File: src/rtl/updown_counter_sched_pkg.sv
// Shared types for the up/down counter scheduler: opcodes, FSM states and the
// default counter width.
package updown_counter_sched_pkg;

    localparam int WIDTH_DEF = 4;

    typedef enum logic [1:0] {
        OP_LOAD  = 2'd0,
        OP_UP    = 2'd1,
        OP_DOWN  = 2'd2,
        OP_CLEAR = 2'd3
    } op_t;

    typedef enum logic [1:0] {
        ST_IDLE = 2'd0,
        ST_EXEC = 2'd1,
        ST_DONE = 2'd2
    } state_t;

    function automatic logic is_count(input op_t op);
        return (op == OP_UP) || (op == OP_DOWN);
    endfunction

endpackage

File: src/rtl/updown_counter_sched_rr_arb2.sv
// Two-way round-robin grant. The pointer only matters when both requesters are
// valid; the pointer register itself is owned by the parent.
module updown_counter_sched_rr_arb2 (
    input  logic [1:0] req_valid,
    input  logic       rr_ptr,
    output logic [1:0] grant,
    output logic       gnt_id
);

    always_comb begin
        grant  = 2'b00;
        gnt_id = 1'b0;
        if (req_valid == 2'b11)
            gnt_id = rr_ptr;
        else
            gnt_id = req_valid[1];
        if (req_valid != 2'b00)
            grant = gnt_id ? 2'b10 : 2'b01;
    end

endmodule

File: src/rtl/updown_counter_sched.sv
// Shares one enable-less up/down counter between two requesters: arbitrates,
// steers the counter pins for the command's duration and reports the result.
module updown_counter_sched
    import updown_counter_sched_pkg::*;
#(
    parameter int WIDTH = WIDTH_DEF
) (
    input  logic             clk,
    input  logic             rst,
    input  logic [1:0]       req_valid,
    output logic [1:0]       req_ready,
    input  logic [1:0]       req_op0,
    input  logic [WIDTH-1:0] req_arg0,
    input  logic [1:0]       req_op1,
    input  logic [WIDTH-1:0] req_arg1,
    output logic             resp_valid,
    output logic             resp_id,
    output logic [WIDTH-1:0] resp_value,
    output logic             busy,
    output logic             ctr_rst,
    output logic             ctr_load,
    output logic [WIDTH-1:0] ctr_data,
    output logic             ctr_updown,
    input  logic [WIDTH-1:0] ctr_q
);

    state_t           state;
    op_t              op_r;
    logic [WIDTH-1:0] arg_r;
    logic [WIDTH-1:0] remaining;
    logic             owner;
    logic             rr_ptr;
    logic             resp_valid_r;
    logic             busy_r;

    logic [1:0]       grant;
    logic             gnt_id;
    logic             accept;
    op_t              sel_op;
    logic [WIDTH-1:0] sel_arg;

    updown_counter_sched_rr_arb2 u_arb (
        .req_valid (req_valid),
        .rr_ptr    (rr_ptr),
        .grant     (grant),
        .gnt_id    (gnt_id)
    );

    assign req_ready = (state == ST_IDLE && !rst) ? grant : 2'b00;
    assign accept    = |req_ready;
    assign sel_op    = gnt_id ? op_t'(req_op1) : op_t'(req_op0);
    assign sel_arg   = gnt_id ? req_arg1 : req_arg0;

    // Control state: FSM, arbitration pointer, step counter and status flags
    always_ff @(posedge clk) begin
        if (rst) begin
            state        <= ST_IDLE;
            rr_ptr       <= 1'b0;
            remaining    <= '0;
            owner        <= 1'b0;
            resp_valid_r <= 1'b0;
            busy_r       <= 1'b0;
        end else begin
            resp_valid_r <= 1'b0;
            case (state)
                ST_IDLE: begin
                    if (accept) begin
                        owner     <= gnt_id;
                        rr_ptr    <= ~gnt_id;
                        remaining <= sel_arg;
                        busy_r    <= 1'b1;
                        if (is_count(sel_op) && sel_arg == '0) begin
                            state        <= ST_DONE;
                            resp_valid_r <= 1'b1;
                        end else begin
                            state <= ST_EXEC;
                        end
                    end
                end
                ST_EXEC: begin
                    remaining <= remaining - WIDTH'(1);
                    if (!is_count(op_r) || remaining == WIDTH'(1)) begin
                        state        <= ST_DONE;
                        resp_valid_r <= 1'b1;
                    end
                end
                ST_DONE: begin
                    state  <= ST_IDLE;
                    busy_r <= 1'b0;
                end
                default: begin
                    state  <= ST_IDLE;
                    busy_r <= 1'b0;
                end
            endcase
        end
    end

    // Command payload is only meaningful while a command is owned
    always_ff @(posedge clk) begin
        if (accept) begin
            op_r  <= sel_op;
            arg_r <= sel_arg;
        end
    end

    // Counter pins: hold by self-reload unless a command is actively executing
    always_comb begin
        ctr_rst    = rst;
        ctr_load   = 1'b1;
        ctr_data   = ctr_q;
        ctr_updown = 1'b0;
        if (!rst && state == ST_EXEC) begin
            case (op_r)
                OP_LOAD:  ctr_data = arg_r;
                OP_CLEAR: ctr_rst  = 1'b1;
                default: begin
                    ctr_load   = 1'b0;
                    ctr_updown = (op_r == OP_UP);
                end
            endcase
        end
    end

    assign resp_valid = resp_valid_r;
    assign resp_id    = owner;
    assign resp_value = resp_valid_r ? ctr_q : '0;
    assign busy       = busy_r;

endmodule

File: config.mk
export PLATFORM = sky130hd
export DESIGN_NAME = updown_counter_sched
export DESIGN_NICKNAME = d
export VERILOG_FILES = /design/src/rtl/updown_counter_sched_pkg.sv /design/src/rtl/updown_counter_sched_rr_arb2.sv /design/src/rtl/updown_counter_sched.sv
export SDC_FILE = /design/constraint.sdc
export NUM_CORES = 1
export LEC_CHECK = 0
export BUFFER_PORTS_ARGS = -buffer_cell sky130_fd_sc_hd__buf_4
export CORE_MARGIN = 2
export CORE_UTILIZATION = 35
export CTS_CLUSTER_DIAMETER = 80
export DETAILED_ROUTE_END_ITERATION = 6
export PLACE_DENSITY = 0.61
export SLEW_MARGIN = 20
export SYNTH_ARGS = -nofsm -noshare
export SYNTH_HDL_FRONTEND = slang
export SYNTH_SLANG_ARGS = --single-unit
File: constraint.sdc
create_clock -name clk -period 1.76 [get_ports clk]
set_input_delay 0.264 -clock clk [delete_from_list [all_inputs] [get_ports clk]]
set_output_delay 0.264 -clock clk [all_outputs]
set_load 0.01 [all_outputs]
* Yosys cells after proc, flatten, opt, wreduce, memory -nomap -nowiden
Cells that the tools add are included.
** Operators by class
- Equality and inequality tests :: 10
- Reductions and logical operators :: 19
- $add $sub $neg :: 1
- Bitwise logic cells :: 2
- Muxes and demuxes :: 27
** Operator list (number)
- 2-to-1 mux 4 bit :: 5
- 2-to-1 mux 2 bit :: 7
- 2-to-1 mux 1 bit :: 11
- == test 2 bit, second input constant :: 4
- case mux 4 bit (2 select lines) :: 1
- AND reduction 2 bit :: 4
- == test 2 x 1 -> 1 bit, second input constant :: 3
- == test 4 x 1 -> 1 bit, second input constant :: 1
- zero test 2 bit :: 2
- zero test 4 bit :: 1
- inequality test 2 bit, second input constant :: 2
- case mux 1 bit (2 select lines) :: 2
- case mux 2 bit (2 select lines) :: 1
- nonzero test 2 bit :: 2
- OR reduction 2 bit :: 2
- subtractor 4 x 1 -> 4 bit, second input constant :: 1
- logical AND 1 bit :: 3
- logical OR 1 bit :: 3
- zero test 1 bit :: 2
- NOT 1 bit :: 2
** Storage, ports and cells
- Register bits :: 16
- Bits of input ports :: 20

* Depth between registers and ports, before layout
- Word-level depth :: 9
- Depth in mapped cells :: 5
- Gate-level depth less buffers :: 5

* Hierarchy
A second synthesis with hierarchy kept.
** Unflattened totals
- Cell total of the unflattened synthesis :: 103
- Area, all modules :: 1038.5 um^2
** Modules (own cells, without submodules)
- updown_counter_sched :: area each 1012.2 um^2, seq. area each 380.4 um^2, cells an instance 99, instances 1
- updown_counter_sched_rr_arb2 :: area each 26.3 um^2, seq. area each 0.0 um^2, cells an instance 4, instances 1

* Worst setup path before layout
OpenSTA, ideal clock, no wires.
- Path type :: register to output
- From :: register op_r[0]
- To :: output port ctr_data[0]
- Data required time :: 1.496 ns
- Cell stages (with the launch flop) :: 6
- Path slack :: 0.240 ns
- Arrival time :: 1.256 ns
- Cells stage by stage :: edfxtp_1 -> inv_1 -> ha_1 -> and3_1 -> clkbuf_1 -> mux2_2
** Between the ends
- Longest elaborated chain between the ends :: 3
** RTL lines
- start: declaration :: line updown_counter_sched.sv:28 : op_t op_r;
- start signal: assignment :: line updown_counter_sched.sv:102 : op_r <= sel_op;
- zero test 2 bit :: line updown_counter_sched.sv:114 : case (op_r)
- 2-to-1 mux 4 bit :: line updown_counter_sched.sv:114
- 2-to-1 mux 4 bit :: line updown_counter_sched.sv:113 : if (!rst && state == ST_EXEC) begin
- end: declaration :: line updown_counter_sched.sv:22 : output logic [WIDTH-1:0] ctr_data,
Every way passes these cells.

* Final worst setup path
- From :: register op_r[1]
- To :: output port ctr_data[0]
Same word-level chain as after synthesis.

==> flow_summary_export.csv <==
group,metric,value,unit
layout,stdcell_area,1360,um2
clock_tree,clock-sinks,16,
layout,final_cells,174,
pwr,p_int,0.737,mW
place,placed_cells,167,
status,status,"complete, but fails checks",
sta,holdWs,0.188,ns
pwr,powerDensity,799,nW/um2
sta,slew_violations,0,
worst_setup_path,crit_family,"flip-flops",
worst_setup_path,end_kind,"output pin",
sta,finalSetupTns,-0.293,ns
pwr,pwr-share-clk,18.1,%
worst_setup_path,path_buf_inv,2,
yosys,synth_area_leaders,"dfxtp_1 (21%), edfxtp_1 (19%), mux2_2 (8.3%)",
sta,fin_crit,1.84,ns
yosys,yosysTopAreaCellShare,21.1,%
die,die_w,56.1,um
clock_tree,cts_buffers,3,
yosys,async_reset_ff_share,0,%
yosys,synth-seq-cells,16,
yosys,synthTopCellsByCount,"nand2_1 (11), dfxtp_1 (10), and3_1 (7), mux2_2 (7), edfxtp_1 (6)",
clock_tree,htreeDepth,1,
worst_setup_path,cpPeakStageDelay,0.42,ns
layout,final_util,53.8,%
yosys,ys_warn_count,0,
place,hpwl,1900,um
worst_setup_path,critPathMaxFanout,4,
clock_tree,cts_root_buffer,"clkbuf_4",
yosys,synth.most_common_cell,"nand2_1",
sta,worstMarginPinSlew,0.271,ns
grt,antenna_found_initial,0,
routing,drtIter0Drc,20,
clock_tree,clk_pin_slew,0.10,ns
layout,fin_nets,171,
pwr,power.total,1.08,mW
sta,clock.fmax,0.545,GHz
layout,areaGrowthSynthToFinish,42.6,%
pwr,peakVddDrop,0.000506,V
die,die_h,56.1,um
place,portBuffers,35,
routing,drc,0,
run,maxCapViolations,0,
pwr,seqPwrFrac,45.4,%
yosys,synth_ff_type,"dfxtp_1",
sta,rsz0062_at_grt,"yes",
routing,wirelength,2420,um
pwr,swShare,32.0,%
grt,grt_overflow,0,
pwr,power.leakage,0.625,nW
sta,hold_viol,0,
yosys,avgSynthCellArea,9.32,um2
sta,final.setup_skew,0.00841,ns
worst_setup_path,critPathRequiredTime,1.50,ns
sta,setup_viol,4,
die,fp.dieArea,3150,um2
grt,grt_pass1_vias,867,
routing,routed_via_density,5.21,
clock_tree,tritoncts,"built",
yosys,synth_area,951,um2
yosys,syn_nets,127,
pwr,p_comb_share,36.5,%
routing,wire_per_inst,13.9,um
worst_setup_path,worstPathCellList,"inv_2, ha_4, and3_4, mux2_4, buf_6",
die,core_area,2520,um2
worst_setup_path,critPathSlowestCell,"edfxtp_1",
status,violations,"setup timing",
place,gp_congestion,0.801,
yosys,synth_seq_area_share,40.0,%
layout,drive_gt1_share,44.4,%
grt,grt_pass1_wl,3940,um
yosys,synth_edf_count,6,
worst_hold_path,hold_path.class,"in2reg",
sta,setup_ws,-0.0759,ns
die,std_cell_rows,18,
clock_tree,clock_latency,0.29,ns
place,dpl_cell_area,1250,um2
die,start_util,37.7,%
sta,period_share,104,%
worst_setup_path,cp-start-kind,"flip-flop",
routing,vias,907,
place,place_ws,0.129,ns
yosys,synth_top_cell_by_area,"dfxtp_1",
pwr,switching_power,0.347,mW
worst_setup_path,worst_ep_arrival_time,1.57,ns
grt,grt_max_degree,12,
yosys,synth_cells,102,
routing,ant_nets,0,
grt,grt.total_usage,15.9,%
clock_tree,cts_buffer_depth,2,
sta,slew_headroom,81.4,%
routing,first_pass_iters,4,
die,io_pins,36,
yosys,synth.distinct_cells,33,
worst_setup_path,path_class,"reg2out",
layout,insertedDiodeCount,0,
## power groups by stage
stage | combinational (mW) | sequential (mW) | clock [mW]
2_1_floorplan | 0.219 | 0.495 | 0
3_3_place_gp | 0.353 | 0.495 | 0
3_5_place_dp | 0.365 | 0.499 | 0
4_1_cts | 0.380 | 0.491 | 0.202
5_1_grt | 0.440 | 0.501 | 0.221
6_report | 0.395 | 0.492 | 0.196
## sequential cells by signal, summed over array words and instances (netlist names)
| signal | cells |
|---|---|
| rr_ptr | 1 |
| arg_r | 4 |
| remaining | 4 |
| state | 2 |
| resp_valid | 1 |
| busy | 1 |
| op_r | 2 |
| resp_id | 1 |
## cells by family after synthesis
logic type,count (synthesis),synth area share [%]
flip-flops,16,40.0
XOR/XNOR,2,1.84
buffers and inverters,9,4.34
AO/OA/AOI/OAI,20,13.9
multiplexers,8,9.34
adder cells (fa/ha/maj),5,6.58
AND/OR/NAND/NOR,42,23.9
## worst paths after layout
path / startpoint / to / slack (ns) / cells after the start
hold / removal: rst / remaining[3]$_SDFFE_PP0P_ / 0.19 / 2
hold reg to reg: busy$_SDFFE_PP0P_ / busy$_SDFFE_PP0P_ / 0.45 / 2
setup / recovery: op_r[1]$_DFFE_PP_ / ctr_data[0] / -0.08 / 5
setup reg to reg: rr_ptr$_SDFFE_PP0P_ / remaining[0]$_SDFFE_PP0P_ / 0.30 / 4
## cell type report
cell class	count	area, um2
tap	30	37.5
multi-input combinational	77	562
inverter	6	22.5
clock buffer	3	22.5
sequential	16	382
fill	238	1170
timing repair buffer	42	330
## layer usage
layer / share of wire [%] / routed length, um / vias up / global-route usage (%)
met5: 0 / 0 / - / 0
met1: 43 / 1040 / 424 / 19.4
met4: 1.2 / 29 / 0 / 6.46
li1: - / - / 453 / -
met3: 5.5 / 133 / 4 / 3.72
met2: 50 / 1220 / 26 / 26.9
## timing repair
action | in CTS | in global routing
setup endpoints to repair | 4 | 5
endpoints found under the hold margin | 0 | 0
setup buffers | 2 | 2
hold buffers | 0 | 0
resized for setup | 7 | 8
## placed cells by master, fill, tap and decap left out, types with 4 or more instances in the layout
cell type	netlist	final
o21ai_0	4	4
mux2_4	0	4
buf_4	0	38
a31oi_1	4	4
dfxtp_1	10	9
edfxtp_1	6	6
nor2_1	4	4
nand3_1	4	4
buf_6	1	4
and3_1	7	6
nand2_1	11	11
ha_1	5	4
and2_1	4	4
## worst register-to-register path: cells and delay by family (launching register included)
kind / cells / cell delay, ns
mux: 1 / 0.39
simple gates: 2 / 0.45
flops: 1 / 0.34
compound gates: 1 / 0.17
Note: power is estimated with default switching activity, not from simulation.
